===== config.mk =====
export PLATFORM = sky130hd
export DESIGN_NAME = imm_ext_stage_flat
export DESIGN_NICKNAME = d
export VERILOG_FILES = /design/src/rtl/imm_ext_pkg.sv /design/src/rtl/imm_ext_stage_if.sv /design/src/rtl/imm_ext_core.sv /design/src/rtl/imm_ext_stage.sv /design/src/flat_wrapper.sv
export SDC_FILE = /design/constraint.sdc
export NUM_CORES = 1
export LEC_CHECK = 0
export ABC_CLOCK_PERIOD_IN_PS = 1800
export CORE_UTILIZATION = 45
export DETAILED_ROUTE_END_ITERATION = 6
export DONT_BUFFER_PORTS = 1
export PLACE_DENSITY = 0.62
export SETUP_SLACK_MARGIN = 0.3
export SKIP_CTS_REPAIR_TIMING = 1
export SLEW_MARGIN = 20
export SYNTH_ARGS = -nofsm -noshare
export SYNTH_HDL_FRONTEND = slang
export SYNTH_SLANG_ARGS = --single-unit
export TNS_END_PERCENT = 10

===== constraint.sdc =====
create_clock -name clk -period 1.8 [get_ports clk]
set_clock_uncertainty 0.1 [all_clocks]
set_input_delay 0.18 -clock clk [delete_from_list [all_inputs] [get_ports clk]]
set_output_delay 0.18 -clock clk [all_outputs]
set_load 0.01 [all_outputs]

===== src/rtl/imm_ext_pkg.sv =====
// Shared constants for the immediate-extension stage: mode encodings and
// fixed widths of the mode field and the illegal-mode counter.
package imm_ext_pkg;

    localparam int MODE_W   = 3;
    localparam int ERRCNT_W = 8;

    localparam logic [MODE_W-1:0] MODE_ZEXT     = 3'd0;
    localparam logic [MODE_W-1:0] MODE_SEXT     = 3'd1;
    localparam logic [MODE_W-1:0] MODE_UPPER    = 3'd2;
    localparam logic [MODE_W-1:0] MODE_SEXT_SHL = 3'd3;
    localparam logic [MODE_W-1:0] MODE_ZEXT_SHL = 3'd4;

endpackage


===== src/rtl/imm_ext_stage_if.sv =====
// Handshake bundle between decode (master) and the immediate-extension
// stage (slave), including the result side and the error counter.
interface imm_ext_stage_if
    import imm_ext_pkg::*;
#(
    parameter int DATA_W = 32,
    parameter int IMM_W  = 16,
    parameter int TAG_W  = 5
) ();

    logic                in_valid;
    logic                in_ready;
    logic [IMM_W-1:0]    in_imm;
    logic [MODE_W-1:0]   in_mode;
    logic [TAG_W-1:0]    in_tag;
    logic                out_valid;
    logic                out_ready;
    logic [DATA_W-1:0]   out_data;
    logic [TAG_W-1:0]    out_tag;
    logic                out_err;
    logic [ERRCNT_W-1:0] err_cnt;

    modport master (
        output in_valid, in_imm, in_mode, in_tag, out_ready,
        input  in_ready, out_valid, out_data, out_tag, out_err, err_cnt
    );

    modport slave (
        input  in_valid, in_imm, in_mode, in_tag, out_ready,
        output in_ready, out_valid, out_data, out_tag, out_err, err_cnt
    );

endinterface


===== src/rtl/imm_ext_core.sv =====
// Combinational immediate extension: {imm, mode} -> {data, err}.
// Illegal modes yield zero data with err set.
module imm_ext_core
    import imm_ext_pkg::*;
#(
    parameter int DATA_W = 32,
    parameter int IMM_W  = 16,
    parameter int SHAMT  = 2
) (
    input  logic [IMM_W-1:0]  imm_i,
    input  logic [MODE_W-1:0] mode_i,
    output logic [DATA_W-1:0] data_o,
    output logic              err_o
);

    logic [DATA_W-1:0]        zext_w;
    logic signed [DATA_W-1:0] sext_w;
    logic [DATA_W-1:0]        upper_w;

    assign zext_w  = {{(DATA_W-IMM_W){1'b0}}, imm_i};
    assign sext_w  = signed'({{(DATA_W-IMM_W){imm_i[IMM_W-1]}}, imm_i});
    assign upper_w = {imm_i, {(DATA_W-IMM_W){1'b0}}};

    always_comb begin
        data_o = '0;
        err_o  = 1'b0;
        case (mode_i)
            MODE_ZEXT:     data_o = zext_w;
            MODE_SEXT:     data_o = sext_w;
            MODE_UPPER:    data_o = upper_w;
            MODE_SEXT_SHL: data_o = sext_w << SHAMT;
            MODE_ZEXT_SHL: data_o = zext_w << SHAMT;
            default:       err_o  = 1'b1;
        endcase
    end

endmodule


===== src/rtl/imm_ext_stage.sv =====
// Registered immediate-extension stage with an output register O and a skid
// register S so in_ready never depends combinationally on out_ready.
module imm_ext_stage
    import imm_ext_pkg::*;
#(
    parameter int DATA_W = 32,
    parameter int IMM_W  = 16,
    parameter int SHAMT  = 2,
    parameter int TAG_W  = 5
) (
    input logic           clk,
    input logic           rst_n,
    imm_ext_stage_if.slave bus
);

    function automatic logic [ERRCNT_W-1:0] sat_inc(input logic [ERRCNT_W-1:0] v);
        return (v == '1) ? v : v + 1'b1;
    endfunction

    logic [DATA_W-1:0]   res_data;
    logic                res_err;

    logic                o_vld_q, o_vld_d, s_vld_q, s_vld_d;
    logic [DATA_W-1:0]   o_data_q, o_data_d, s_data_q, s_data_d;
    logic [TAG_W-1:0]    o_tag_q, o_tag_d, s_tag_q, s_tag_d;
    logic                o_err_q, o_err_d, s_err_q, s_err_d;
    logic [ERRCNT_W-1:0] err_cnt_q, err_cnt_d;
    logic                accept, drain;

    imm_ext_core #(.DATA_W(DATA_W), .IMM_W(IMM_W), .SHAMT(SHAMT)) u_core (
        .imm_i  (bus.in_imm),
        .mode_i (bus.in_mode),
        .data_o (res_data),
        .err_o  (res_err)
    );

    assign bus.in_ready = rst_n && !s_vld_q;
    assign accept       = bus.in_valid && bus.in_ready;
    assign drain        = o_vld_q && bus.out_ready;

    // accept implies S empty, so the accept and S->O refill branches never overlap
    always_comb begin
        o_vld_d   = o_vld_q;
        o_data_d  = o_data_q;
        o_tag_d   = o_tag_q;
        o_err_d   = o_err_q;
        s_vld_d   = s_vld_q;
        s_data_d  = s_data_q;
        s_tag_d   = s_tag_q;
        s_err_d   = s_err_q;
        err_cnt_d = err_cnt_q;

        if (accept && (!o_vld_q || bus.out_ready)) begin
            o_vld_d  = 1'b1;
            o_data_d = res_data;
            o_tag_d  = bus.in_tag;
            o_err_d  = res_err;
        end else if (accept) begin
            s_vld_d  = 1'b1;
            s_data_d = res_data;
            s_tag_d  = bus.in_tag;
            s_err_d  = res_err;
        end else if (drain && s_vld_q) begin
            o_data_d = s_data_q;
            o_tag_d  = s_tag_q;
            o_err_d  = s_err_q;
            s_vld_d  = 1'b0;
        end else if (drain) begin
            o_vld_d  = 1'b0;
        end

        if (accept && res_err) begin
            err_cnt_d = sat_inc(err_cnt_q);
        end
    end

    // register stage: O, S and the error counter
    always_ff @(posedge clk or negedge rst_n) begin
        if (!rst_n) begin
            o_vld_q   <= 1'b0;
            o_data_q  <= '0;
            o_tag_q   <= '0;
            o_err_q   <= 1'b0;
            s_vld_q   <= 1'b0;
            s_data_q  <= '0;
            s_tag_q   <= '0;
            s_err_q   <= 1'b0;
            err_cnt_q <= '0;
        end else begin
            o_vld_q   <= o_vld_d;
            o_data_q  <= o_data_d;
            o_tag_q   <= o_tag_d;
            o_err_q   <= o_err_d;
            s_vld_q   <= s_vld_d;
            s_data_q  <= s_data_d;
            s_tag_q   <= s_tag_d;
            s_err_q   <= s_err_d;
            err_cnt_q <= err_cnt_d;
        end
    end

    assign bus.out_valid = o_vld_q;
    assign bus.out_data  = o_data_q;
    assign bus.out_tag   = o_tag_q;
    assign bus.out_err   = o_err_q;
    assign bus.err_cnt   = err_cnt_q;

endmodule


===== src/flat_wrapper.sv =====
// flat-port wrapper written by rule: the top's interface ports become plain ports
module imm_ext_stage_flat import imm_ext_pkg::*;
#(
    parameter int DATA_W = 32,
    parameter int IMM_W  = 16,
    parameter int SHAMT  = 2,
    parameter int TAG_W  = 5
)
  (clk, rst_n, bus_in_valid, bus_in_imm, bus_in_mode, bus_in_tag, bus_out_ready, bus_in_ready, bus_out_valid, bus_out_data, bus_out_tag, bus_out_err, bus_err_cnt);
  imm_ext_stage_if #(.DATA_W(DATA_W), .IMM_W(IMM_W), .TAG_W(TAG_W)) bus_i ();
  input logic clk;
  input logic rst_n;
  input wire logic [$bits(bus_i.in_valid)-1:0] bus_in_valid;
  input wire logic [$bits(bus_i.in_imm)-1:0] bus_in_imm;
  input wire logic [$bits(bus_i.in_mode)-1:0] bus_in_mode;
  input wire logic [$bits(bus_i.in_tag)-1:0] bus_in_tag;
  input wire logic [$bits(bus_i.out_ready)-1:0] bus_out_ready;
  output wire logic [$bits(bus_i.in_ready)-1:0] bus_in_ready;
  output wire logic [$bits(bus_i.out_valid)-1:0] bus_out_valid;
  output wire logic [$bits(bus_i.out_data)-1:0] bus_out_data;
  output wire logic [$bits(bus_i.out_tag)-1:0] bus_out_tag;
  output wire logic [$bits(bus_i.out_err)-1:0] bus_out_err;
  output wire logic [$bits(bus_i.err_cnt)-1:0] bus_err_cnt;
  assign bus_i.in_valid = bus_in_valid;
  assign bus_i.in_imm = bus_in_imm;
  assign bus_i.in_mode = bus_in_mode;
  assign bus_i.in_tag = bus_in_tag;
  assign bus_i.out_ready = bus_out_ready;
  assign bus_in_ready = bus_i.in_ready;
  assign bus_out_valid = bus_i.out_valid;
  assign bus_out_data = bus_i.out_data;
  assign bus_out_tag = bus_i.out_tag;
  assign bus_out_err = bus_i.out_err;
  assign bus_err_cnt = bus_i.err_cnt;
  imm_ext_stage #(.DATA_W(DATA_W), .IMM_W(IMM_W), .SHAMT(SHAMT), .TAG_W(TAG_W)) u_core (.clk(clk), .rst_n(rst_n), .bus(bus_i));
endmodule

Yosys cells after proc, flatten, opt, wreduce, memory -nomap -nowiden
Index checks and enable logic that the tools add are counted.
{"block": "word_totals", "ff_bits": 86, "elab_cells": 55}
{"block": "classes", "n_addsub": 1, "n_eq_ne": 7, "muxes": 17, "bitwise_logic": 2, "reduce_logical": 19}
{"cell": "case mux 32 bit (5 select lines)", "count": 1}
{"cell": "two-way mux 32 bit", "count": 3}
{"cell": "two-way mux 5 bit", "count": 3}
{"cell": "two-way mux 1 bit", "count": 10}
{"cell": "adder 8 x 1 -> 8 bit (second input constant)", "count": 1}
{"cell": "== test 8 bit (second input constant)", "count": 1}
{"cell": "AND reduction 2 bit", "count": 4}
{"cell": "== test 3 x 2 -> 1 bit (second input constant)", "count": 2}
{"cell": "logical AND 1 bit", "count": 6}
{"cell": "nonzero test 2 bit", "count": 3}
{"cell": "OR reduction 5 bit", "count": 1}
{"cell": "== test 3 x 1 -> 1 bit (second input constant)", "count": 1}
{"cell": "== test 3 bit (second input constant)", "count": 1}
{"cell": "logical NOT 3 bit", "count": 1}
{"cell": "AND reduction 3 bit", "count": 1}
{"cell": "logical NOT 1 bit", "count": 2}
{"cell": "inequality test 2 x 1 -> 1 bit (second input constant)", "count": 1}
{"cell": "inequality test 2 bit (second input constant)", "count": 1}
{"cell": "NOT 1 bit", "count": 2}
{"cell": "logical OR 1 bit", "count": 1}

Logic depth before layout (Yosys ltp)
Gate-level depths: netlist of run 1.
{"block": "depth", "depth_word": 6, "mapped_depth": 6, "ltp_nobuf": 5}

Modules after synthesis
A second synthesis of run 1 with hierarchy kept.
{"block": "hier_totals", "hier_cells": 345, "hier_area_um2": 4236.6}
{"module": "imm_ext_stage", "n_inst": 1, "cells_per_inst": 260, "area_per_inst_um2": 3711.1}
{"module": "imm_ext_core", "n_inst": 1, "cells_per_inst": 85, "area_per_inst_um2": 525.5}

Worst setup path after synthesis of run 1
No wires, ideal clock.
{"block": "synth_path", "kind": "reg-to-reg", "startpoint": "register u_core.err_cnt_q[0] (netlist: u_core.bus.err_cnt[0])", "endpoint": "register u_core.err_cnt_q[1] (netlist: u_core.bus.err_cnt[1])", "setup_ns": 0.125, "t_arrival_ns": 1.504, "path_slack_ns": 0.072, "stages_incl_launch_ff": 5, "cell_sequence": "dfrtp_1 ha_1 nand3_2 o311ai_4 mux2_2"}
{"block": "synth_via", "elab_chain_len": 3, "word_cells_on_any_way": 4, "cone_classes": "add/sub: 1; eq/ne: 1; bitwise: 1; reduce/logical: 1"}
{"element": "from (decl)", "line_no": "imm_ext_stage.sv:27", "text": "logic [ERRCNT_W-1:0] err_cnt_q, err_cnt_d;"}
{"element": "from (signal assigned)", "line_no": "imm_ext_stage.sv:98", "text": "err_cnt_q <= err_cnt_d;"}
{"element": "branches (longest 3 deep; another with adder 8 x 1 -> 8 bit)"}
Several ways; the timed one is not identified.
A chain may end at the register's enable or synchronous reset.

Worst setup path after layout of run 1
Ends and elaborated chain as after synthesis.

==> results by stage, run 1 <==
Timing:
- Hold timing on the final database bottoms out at a slack of -0.5918 ns.
- Of the available clock period, the critical path in the final layout requires 0.8801.
- The transition at the pin with the smallest max-transition slack is ~0.83 ns.
- Headroom to the max-slew limit came out at 0.4436.
- The final count of pins violating max slew came to 0.
- Setup repair after global routing could not meet its margin everywhere.
- Based on the critical path, the design can be clocked at up to 0.6312 GHz.
- The worst path needs 1.584 ns of the cycle, external delays included.
- Setup violations remaining at the end of the flow were counted as 0.
- The number of hold violations in the final report came to 96.
- The summed negative setup slack over all endpoints is 0 ns.

Status:
- The checks that failed: negative hold slack.
- The run finished, with violations left.

Clock network:
- The clock tree root driver cell is clkbuf_8.
- In this run the number of H-tree levels came out at 3.
- The clock transition time at the flip-flop clock pins of the worst setup and hold paths is 0.09 ns.
- The TritonCTS clock tree is built.
- The tree built by TritonCTS fans out to 86 sinks.
- The clock latency on the worst-skew pair is 0.36 ns.
- The worst-case clock buffer depth is 2.
- Clock tree synthesis inserted a total of 9 buffers.

Logic synthesis:
- dfrtp_1 takes more of the synthesized area than any other cell.
- In the synthesized netlist the dominant register cell turns out to be dfrtp_1.
- The flop and latch count out of synthesis is 86.
- The instance count of the mapped netlist is 418.
- The summed instance area of the synthesized netlist is 4105 µm².
- Counting every net in the synthesized netlist gives 447.
- The sequential-to-total area share from yosys stat is 0.5242.
- Yosys attributes the largest share of cell area to dfrtp_1 (52%), nand2_1 (6.9%), a21oi_1 (3.7%).
- The unique cell type count in the Yosys netlist is 44.
- A synthesized cell averages 9.821 µm².
- The count of warnings emitted by yosys is 0.
- The share of async-settable or async-resettable flops after synthesis is 1.000.
- Of the post-synthesis cell area, the dominant cell type holds 0.5242.
- In this run, synthesis inferred 0 flip-flops with an integrated enable.

Global routing:
- The number of antenna violations at the first check in global routing is 0.
- For this run the aggregate overflow at the end of global routing stands at 0.
- The overall global routing resource usage is 0.2097.
- Entering global routing, the biggest net connects 90 pins.
- The number of global-route vias before repair is 2,966.
- The first global-routing pass estimated 15,790 µm of wire.

Floorplan:
- The initial utilization of the core area, before any placement, comes to 0.4684.
- Measured along the y axis, the die boundary spans 97.51 µm.
- The floorplan row count is 34.
- The floorplan die width is 97.51 µm.
- The placeable core region is 8763 µm².
- The die covers approximately 9500 µm².
- 76 I/O pins were placed.

Layout:
- The post-route non-filler standard cell count is between 500 and 600.
- The total inserted antenna cells is 0.
- The leading cell type in the layout, fill and taps excluded is dfrtp_1.
- In the layout the commonest cells are dfrtp_1 (83), nand2_1 (75), a21oi_1 (29).
- The proportion of layout cells with a drive suffix above 1 is 0.1549.
- The layout has 776 filler cells.
- The final-stage net count is 463.
- The layout-stage area growth over the synthesis result is 16.00%.

Setup path:
- Data arrives at the worst endpoint at 1.74 ns.
- The element type at the critical path end is a flop.
- The critical path is of the reg -> reg type.
- The sort of element at the start of the critical path is a flop.
- The largest fanout of any net on the critical path is 4.
- The data required time of the critical path is 1.95 ns.
- The setup slack of the most critical reg-to-reg path is between 0.2 and 0.25 ns.

Detailed routing:
- The first routing iteration left 149 violations.
- The wire length after detailed routing is 10,160 µm.
- Before antenna repair, the detailed router went through 4 iterations.
- The number of vias per cell is 5.823.
- The post-detailed-route DRC marker count is 0.
- Dividing the detail-routed wire length by the instance count gives roughly 19 µm.
- Summing over every cut layer, the via total after detailed routing is 3,185.
- The post-route antenna net violation count is 0.

Run:
- The max-cap check violation count is 0.

Pwr:
- The overall power is 6.162 mW.
- In this run the power density over the cells is 1294 nW/µm².
- The static leakage power is 2.087 nW.
- The worst ir drop on vdd is 0.6539 mV.

Placed design:
- Detailed placement ended at an HPWL of 6306 µm.
- At the end of routability-driven placement, the weighted congestion stood at 0.7732.
- Input and output buffers added on the ports amount to 0.
- The number of placed instances, taps included, is 508.

Hold path:
- The worst min-delay path class is in -> async.
[final timing paths]
kind | from | end | cells after the start
worst max-delay path | u_core.bus.err_cnt[0]$_DFFE_PN0P_ | u_core.bus.err_cnt[1]$_DFFE_PN0P_ | 4
worst min register to register | u_core.s_tag_q[0]$_DFFE_PN0N_ | u_core.s_tag_q[0]$_DFFE_PN0N_ | 2
max in group asynchronous | rst_n | u_core.s_data_q[4]$_DFFE_PN0N_ | 0
worst min-delay path | rst_n | u_core.bus.err_cnt[5]$_DFFE_PN0P_ | 0
min in group clk | rst_n | u_core.bus.out_valid$_DFFE_PN0P_ | 2
worst max register to register | u_core.bus.err_cnt[0]$_DFFE_PN0P_ | u_core.bus.err_cnt[1]$_DFFE_PN0P_ | 4
[state kept, by name (all words and copies together) (netlist names)]
| name | cells |
|---|---|
| u_core.s_vld_q | 1 |
| u_core.bus.out_valid | 1 |
| u_core.bus.out_err | 1 |
| u_core.bus.err_cnt | 8 |
| u_core.s_err_q | 1 |
| u_core.bus.out_tag | 5 |
| u_core.s_tag_q | 5 |
| u_core.bus.out_data | 32 |
| u_core.s_data_q | 32 |
[synth_stat cells, types with 2 or more instances]
cell type  instances
nand2b_1           2
nor2_1            23
nor3_1            17
a21oi_1           30
inv_1             19
nand3_1            4
xor2_1             3
buf_6              3
a2bb2oi_1         14
o22ai_1            6
buf_4              4
nand2_2            2
buf_2             15
nor4bb_1           2
mux2i_1            2
dfrtp_1           86
xnor2_1            2
o21ai_0           18
nand2_1           75
nor2b_1           16
o31ai_1           13
mux2_2             4
o221ai_1          15
a31oi_1            2
a221o_1           15
clkbuf_1           8
[cell type report]
type                            count  area (µm²)  area share
Sequential cell                    86        2156      0.4527
Tap cell                          108       135.1     0.02838
Multi-Input combinational cell    283        1839      0.3862
Clock inverter                      4       47.55    0.009984
Clock buffer                       12       145.1     0.03048
Timing Repair Buffer               35       367.9     0.07725
Inverter                           19       71.32     0.01498
[cell families after synthesis]
family,Yosys count,share of synthesized area
compound gates,118,0.2063
buf+inv,49,0.05852
flops,86,0.5242
xor+xnor,5,0.01067
fa+ha+maj,1,0.003047
simple gates,153,0.1814
mux,6,0.01585
[worst max-delay path: stages (launching register included)]
cell,delay [ns]
dfrtp_2,0.40
ha_4,0.16
nand3_4,0.12
o311ai_4,0.37
mux2_4,0.33
[power by group]
group	internal [mW]	total, mW	switching, mW
clock network	0.677	1.36	0.681
logic	0.721	1.45	0.733
registers	2.66	3.35	0.693
total	4.05	6.16	2.11
[layer usage]
| layer | part of all wire | global-route usage |
|---|---|---|
| met1 | 0.43 | 0.2744 |
| met3 | 0.068 | 0.07266 |
| met2 | 0.48 | 0.3174 |
| met4 | 0.018 | 0.08597 |
| met5 | 0 | 0 |
[through the flow]
stage               hold slack [ns]  setup WS, ns  area, µm²    util
detailed placement          -0.2130        0.1482       4230  0.4827
finish                      -0.5918        0.2157       4762  0.5434
global route                -0.6068        0.1558       4762  0.5434
CTS                         -0.6016        0.1368       4423  0.5047
floorplan                   -0.2156        0.1763       4120       -
global placement            -0.2128        0.2067       4230  0.4827
Note: power is estimated with default switching activity, not from simulation.
==> inputs of run 2 (changes only) <==
--- a/config.mk
+++ b/config.mk
@@ -10,7 +10,7 @@
 export DETAILED_ROUTE_END_ITERATION = 6
 export DONT_BUFFER_PORTS = 1
 export PLACE_DENSITY = 0.62
-export SETUP_SLACK_MARGIN = 0.3
+export SETUP_SLACK_MARGIN = 0.05
 export SKIP_CTS_REPAIR_TIMING = 1
 export SLEW_MARGIN = 20
 export SYNTH_ARGS = -nofsm -noshare
==> run 2 against run 1 <==
Against the previous run:
- die area stayed put
- power is 2.7% higher
- critical path depth stayed put
- the flow still finishes with violations (negative hold slack)
- flip-flop and latch count stayed put
- highest routed layer unchanged
- maximum frequency is 8.4% lower
- clock power is 19% higher
- via count is 1.0% lower
==> results by stage, run 2 (synthesis gave the netlist of run 1 again) <==
Status:
- The flow ran to the end, but the final reports show violations.
- The checks that failed: negative hold slack.

Global routing:
- The global-route wire length before repair is 15,970 µm.
- Summed over all layers, the global routing overflow is 0.
- The number of global-route vias before repair is around 3,000.
- The number of antenna violations at the first check in global routing was 0.
- The overall global routing resource usage is 0.2138.
- The maximum number of pins on one net before global-route repair is 90.

Clock network:
- The clock passes through at most 2 buffers.
- The number of H-tree branching levels is 3.
- The number of clock buffers added by TritonCTS is 9.
- Clock latency on the worst-skew pair, taken at its later pin, is between 0.3 and 0.4 ns.
- The cell sitting at the root of the clock tree is a clkbuf_8.
- After clock tree synthesis, the clock-pin slew on the worst setup and hold paths is 0.09 ns.
- The clock sink total is 86.
- The TritonCTS clock tree is built.

Detailed routing:
- After detailed routing, the number of remaining DRC violations is 0.
- In the routed layout, each cell is associated on average with a via count of roughly 5.8.
- In the final routed layout, each cell accounts on average for between 15 and 20 µm.
- The count of vias placed by the detailed router is 3,153.
- After the first detailed-routing iteration, the DRC count stood at 228.
- The post-route antenna net violation count is 0.
- The first detailed-routing pass took 4 iterations.
- Summed over all layers, the routed wires come to approximately 10,000 µm.

Setup path:
- For the worst setup path, the data arrival time is 1.87 ns.
- The sort of element at the start of the critical path is a flop.
- The data required time of the critical path is 1.94 ns.
- The element type at the critical path end is a flop.
- Along the worst path, the maximum fanout reaches 8.
- By startpoint and endpoint, the worst setup path is classified as reg -> reg.

Pwr:
- The share of total power in sequential cells is 0.521.
- The internal cell power is 4.288 mW.
- The power per unit of standard cell area is 1350 nW/µm².
- The worst ir drop on vdd is 0.6994 mV.
- The combinational share of power is 0.223.
- The static leakage power is 2.062 nW.
- The net switching power is 2.044 mW.
- The share of total power dissipated in the clock network is 0.256.
- The design draws ~6.3 mW.
- The switching share of power is 0.3228.

Layout:
- The total inserted antenna cells is 0.
- The top cell types in the final layout, fill and taps aside, are dfrtp_1 (86), nand2_1 (75), a21oi_1 (29).
- The share of the core filled with cells is 0.5351.
- In the final layout, the share of cells above drive strength 1 is 0.1023.
- The layout-stage area growth over the synthesis result is 14.23%.
- The net count of the finished layout is 465.
- The leading cell type in the layout, fill and taps excluded is dfrtp_1.

Floorplan:
- The number of top-level design ports is 76.
- The floorplan row count is 34.
- The core region is 8763 µm².
- The floorplan die width is 97.51 µm.
- The effective utilization at floorplan is 0.4684.
- The die outline height is between 90 and 100 µm.
- The full die area is 9508 µm².

Placed design:
- The weighted congestion reported at the end of routability-driven placement is 0.7721.
- During placement, the flow inserted port buffers numbering 0.
- The HPWL after detailed placement is 6392 µm.

Timing:
- Setup violations remaining at the end of the flow were counted as 0.
- The number of hold violations in the final report was ~100.
- For the pin with the worst max-slew slack, the measured transition is 0.8060 ns.
- Subtracting the final worst setup slack from the clock period gives 1.729 ns.
- The worst max-slew margin expressed relative to the limit is 0.4616.
- The share of the cycle needed by the critical path after routing is 0.9604.
- Setup repair after global routing could not meet its margin everywhere.
- The final count of pins violating max slew was 0.
- Derived from the worst setup path, the maximum achievable clock frequency is between 0.5 and 0.6 GHz.
- After routing, the total negative slack on setup checks comes to 0 ns.
- Final hold analysis gives a worst-case slack of -0.5891 ns.

Run:
- The max-cap check violation count is 0.

Hold path:
- The worst min-delay path class is in -> async.
-- run 2: cell count changes in the layout (fill, tap and decap cells not counted), moves of 2 or more --
cell,previous run,this run
buf_6,2,0
bufinv_16,1,3
dfrtp_1,83,86
dfrtp_2,3,0
dlygate4sd3_1,19,23
nor3_1,7,17
nor3_2,10,1
o31ai_1,7,12
o31ai_2,6,1
-- run 2: area by class of cell --
type                    instances  area (µm²)
flip-flops and latches         86        2152
fillers                       789        4074
well taps                     108       135.1
clock buffers                  11       141.4
multi-input cells             283        1722
inverters                      19       71.32
clock inverters                 4       95.09
repair buffers                 37       372.9
-- run 2: power groups by stage --
stage                     combinational, mW  sequential (mW)  clock [mW]
after floorplan                        1.02             3.25           0
after global placement                 1.32             3.32           0
after detailed placement               1.37             3.34           0
after CTS                              1.37             3.31        1.64
after global routing                   1.62             3.38        1.72
final                                  1.41             3.30        1.62
-- run 2: worst max-delay path: stages (launching register included) --
cell and delay, ns:
dfrtp_1 0.45, and3b_4 0.40, nand2_4 0.07, nor3_1 0.23
mux2_2 0.36
-- run 2: through the flow --
stage | instances | setup slack [ns] | cell area (µm²) | hold WS [ns]
after global placement | 510 | 0.1456 | 4218 | -0.2129
after global routing | 548 | 0.01063 | 4690 | -0.6197
after CTS | 525 | 0.06357 | 4454 | -0.6028
after floorplan | 418 | 0.07159 | 4105 | -0.2156
after detailed placement | 510 | 0.06809 | 4218 | -0.2130
final | 548 | 0.07130 | 4690 | -0.5891
-- run 2: final timing paths --
check / endpoint / startpoint / depth (start not counted) / slack (ns)
worst max register to register: u_core.bus.err_cnt[7]$_DFFE_PN0P_ / u_core.s_vld_q$_DFFE_PN0P_ / 4 / 0.07
worst min-delay path: u_core.bus.out_data[22]$_DFFE_PN0P_ / rst_n / 0 / -0.59
min in group clk: u_core.s_data_q[21]$_DFFE_PN0N_ / bus_in_mode[2] / 1 / -0.16
max in group asynchronous: u_core.bus.out_tag[1]$_DFFE_PN0P_ / rst_n / 0 / 2.06
worst min register to register: u_core.s_data_q[27]$_DFFE_PN0N_ / u_core.s_data_q[27]$_DFFE_PN0N_ / 2 / 0.38
worst max-delay path: u_core.bus.err_cnt[7]$_DFFE_PN0P_ / u_core.s_vld_q$_DFFE_PN0P_ / 4 / 0.07
-- run 2: per-layer routing --
layer	GRT usage	vias up	wire length, µm
met4	0.06787	0	108
li1	-	1515	-
met2	0.3276	99	4798
met3	0.08849	8	704
met1	0.2749	1531	4435
met5	0	-	0
==> inputs of run 3 (changes only) <==
--- a/config.mk
+++ b/config.mk
@@ -9,6 +9,7 @@
 export CORE_UTILIZATION = 45
 export DETAILED_ROUTE_END_ITERATION = 6
 export DONT_BUFFER_PORTS = 1
+export HOLD_SLACK_MARGIN = 0.15
 export PLACE_DENSITY = 0.62
 export SETUP_SLACK_MARGIN = 0.05
 export SKIP_CTS_REPAIR_TIMING = 1
==> run 3 against run 2 <==
Against the previous run:
- critical path depth is 2 higher
- largest cell class unchanged
- largest power group unchanged
- utilization is 1.7 points higher
- the flow still finishes with violations (negative hold slack)
- first-iteration DRC count is 0.88% higher
==> results by stage, run 3 (synthesis gave the netlist of run 1 again) <==
Status:
- The flow ran to the end, but the final reports show violations.
- The checks that failed: negative hold slack.

Setup path:
- The critical path start-end classification is in -> reg.
- The maximum cell stage delay along the critical path is about 0.60 ns.
- The critical path goes through buf_12 -> nor4bb_1 -> dlygate4sd3_1 -> nor3_1 -> dlygate4sd3_1 -> o21ai_0.
- The endpoint identified for the worst register-to-register timing path is u_core.s_data_q[20]$_DFFE_PN0N_.
- The cell family contributing the most delay on the critical path is buffers and inverters.
- For flop-to-flop paths, the worst setup slack is roughly 0.050 ns.
- Counting both buffers and inverters, the worst setup path holds a total of 3.
- In this run the worst path has a maximum fanout of 32.
- The data required time of the critical path is 1.97 ns.
- The largest individual stage delay along the critical path comes from the cell dlygate4sd3_1.
- Counting cells, the worst reg-to-reg path comes to 4.
- The arrival time of data at the critical path endpoint is about 2.0 ns.
- The dominant cell type by count on the critical path is dlygate4sd3_1.
- The worst register-to-register path begins at u_core.s_vld_q$_DFFE_PN0P_.
- The element type at the critical path end is a flop.
- The worst setup path is launched from an input port.

Layout:
- The proportion of layout cells with a drive suffix above 1 is 0.1013.
- Compared with the post-synthesis result, the final layout area differs by 17.89%.
- The repair_antennas step left the layout with diodes totalling 0.
- The leading cell type in the layout, fill and taps excluded is dfrtp_1.
- In the layout the commonest cells are dfrtp_1 (86), nand2_1 (75), dlygate4sd3_1 (36).
- The number of fillers in the final layout is 782.
- The final layout contains about 480 nets.
- Across the whole layout, storage elements account for 2152 µm².
- The footprint of the multi-input gates is 1722 µm².

Global routing:
- Summed over all layers, the global routing overflow is 0.
- The number of global-route vias before repair is 3,005.
- The number of antenna violations at the first check in global routing is 0.
- The global-route wire length before repair is between 15,000 and 20,000 µm.
- The maximum number of pins on one net before global-route repair is 90.
- The overall global routing resource usage is 0.2138.

Detailed routing:
- Dividing the detail-routed via count by the number of cells gives roughly 5.9.
- The number of detailed-route iterations in the first pass is 4.
- The average wire per standard cell is ~19 µm.
- The count of nets left with antenna violations once routing finished came out at 0.
- The count of vias placed by the detailed router is between 3,000 and 4,000.
- The final layout contains routed wiring with a total length of 10,490 µm.
- The detailed router finished its first iteration with 230 violations.
- In the routed design, unresolved DRC markers number 0.

Timing:
- Timing would allow up to 0.5574 GHz.
- Subtracting the final worst setup slack from the clock period gives 1.794 ns.
- The number of setup violations in the final report is 0.
- The summed negative setup slack over all endpoints is 0 ns.
- The number of hold violations in the final report is 86.
- The final count of pins violating max slew is 0.
- The smallest setup slack after layout is 0.005882 ns.
- For the pin with the worst max-slew slack, the measured transition is 0.8032 ns.
- The worst max-slew margin expressed relative to the limit is 0.4635.
- Setup repair after global routing could not meet its margin everywhere.
- The final worst hold slack is -0.5898 ns.
- The share of the cycle needed by the critical path after routing is 0.9967.

Placed design:
- The congestion estimate from routability-driven global placement came to 0.7721.
- The minimum setup slack after placement is 0.06809 ns.
- The HPWL after detailed placement is 6392 µm.
- Input and output buffers added on the ports amount to 0.

Floorplan:
- 76 I/O pins were placed.
- The die outline height is 97.51 µm.
- For this configuration, the core starts out at a cell density of 0.4684.
- The full die area is about 9500 µm².
- From left edge to right edge, the die measures 97.51 µm.
- The floorplan row count is 34.
- The placeable core region is between 8000 and 9000 µm².

Pwr:
- The worst-case IR drop observed on VDD is 0.7011 mV.
- Power spread over the standard cell area amounts to around 1300 nW/µm².
- The static leakage power is 2.120 nW.

Hold path:
- The worst min-delay path class is in -> async.

Clock network:
- The worst-case clock buffer depth is 2.
- In this run the clock root is driven by a clkbuf_8.
- TritonCTS built the clock tree.
- CTS built an H-tree with a depth of 3.
- The clock sink total is 86.
- Clock-pin slew was measured on the worst setup and hold paths at 0.08 ns.
- Counting the buffers created by CTS gives 9.
- The later pin in the worst-skew pair is clocked with a latency of 0.35 ns.

Run:
- Across the run, the number of max-cap violations was 0.
[run 3: worst max path at each step]
stage | cells after the start | endpoint | startpoint | slack (ns)
after global routing | 4 | u_core.s_data_q[20]$_DFFE_PN0N_ | u_core.s_vld_q$_DFFE_PN0P_ | -0.01
after global placement | 4 | u_core.bus.err_cnt[7]$_DFFE_PN0P_ | u_core.s_vld_q$_DFFE_PN0P_ | 0.15
after floorplan | 4 | u_core.bus.err_cnt[1]$_DFFE_PN0P_ | u_core.bus.err_cnt[0]$_DFFE_PN0P_ | 0.07
after detailed placement | 4 | u_core.bus.err_cnt[7]$_DFFE_PN0P_ | u_core.s_vld_q$_DFFE_PN0P_ | 0.07
final | 6 | u_core.s_data_q[17]$_DFFE_PN0N_ | bus_in_mode[2] | 0.006
after CTS | 4 | u_core.bus.err_cnt[7]$_DFFE_PN0P_ | u_core.s_vld_q$_DFFE_PN0P_ | 0.06
[run 3: final cells by class]
cell class                 count  share of cell area
clock inverter                 4             0.01965
clock buffer                  11             0.02921
timing repair buffer          51              0.1081
multi-input combinational    283              0.3557
tap                          108             0.02792
inverter                      19             0.01474
sequential                    86              0.4447
[run 3: metrics by stage]
stage / utilization / cell area, µm² / power (mW) / instances / hold slack (ns)
final: 0.5523 / 4840 / 6.408 / 562 / -0.5898
after floorplan: - / 4105 / 4.274 / 418 / -0.2156
after CTS: 0.5083 / 4454 / 6.323 / 525 / -0.6028
after global routing: 0.5523 / 4840 / 6.805 / 562 / -0.6200
after detailed placement: 0.4813 / 4218 / 4.710 / 510 / -0.2130
after global placement: 0.4813 / 4218 / 4.639 / 510 / -0.2129
[run 3: layer usage]
layer | wire, µm | track usage
met5 | 0 | 0
met4 | 147 | 0.06787
met3 | 873 | 0.08849
met2 | 5061 | 0.3276
met1 | 4409 | 0.2749
[run 3: worst register-to-register path: cells and delay by family, from the launching register on]
family          cells  cell delay [ns]
compound gates      1             0.32
flops               1             0.45
buf+inv             1             0.23
simple gates        2             0.55
[run 3: report_power, final]
| part | switching [mW] | total (mW) | internal (mW) |
|---|---|---|---|
| combinational | 0.767 | 1.48 | 0.718 |
| sequential | 0.652 | 3.30 | 2.65 |
| clock | 0.670 | 1.62 | 0.951 |
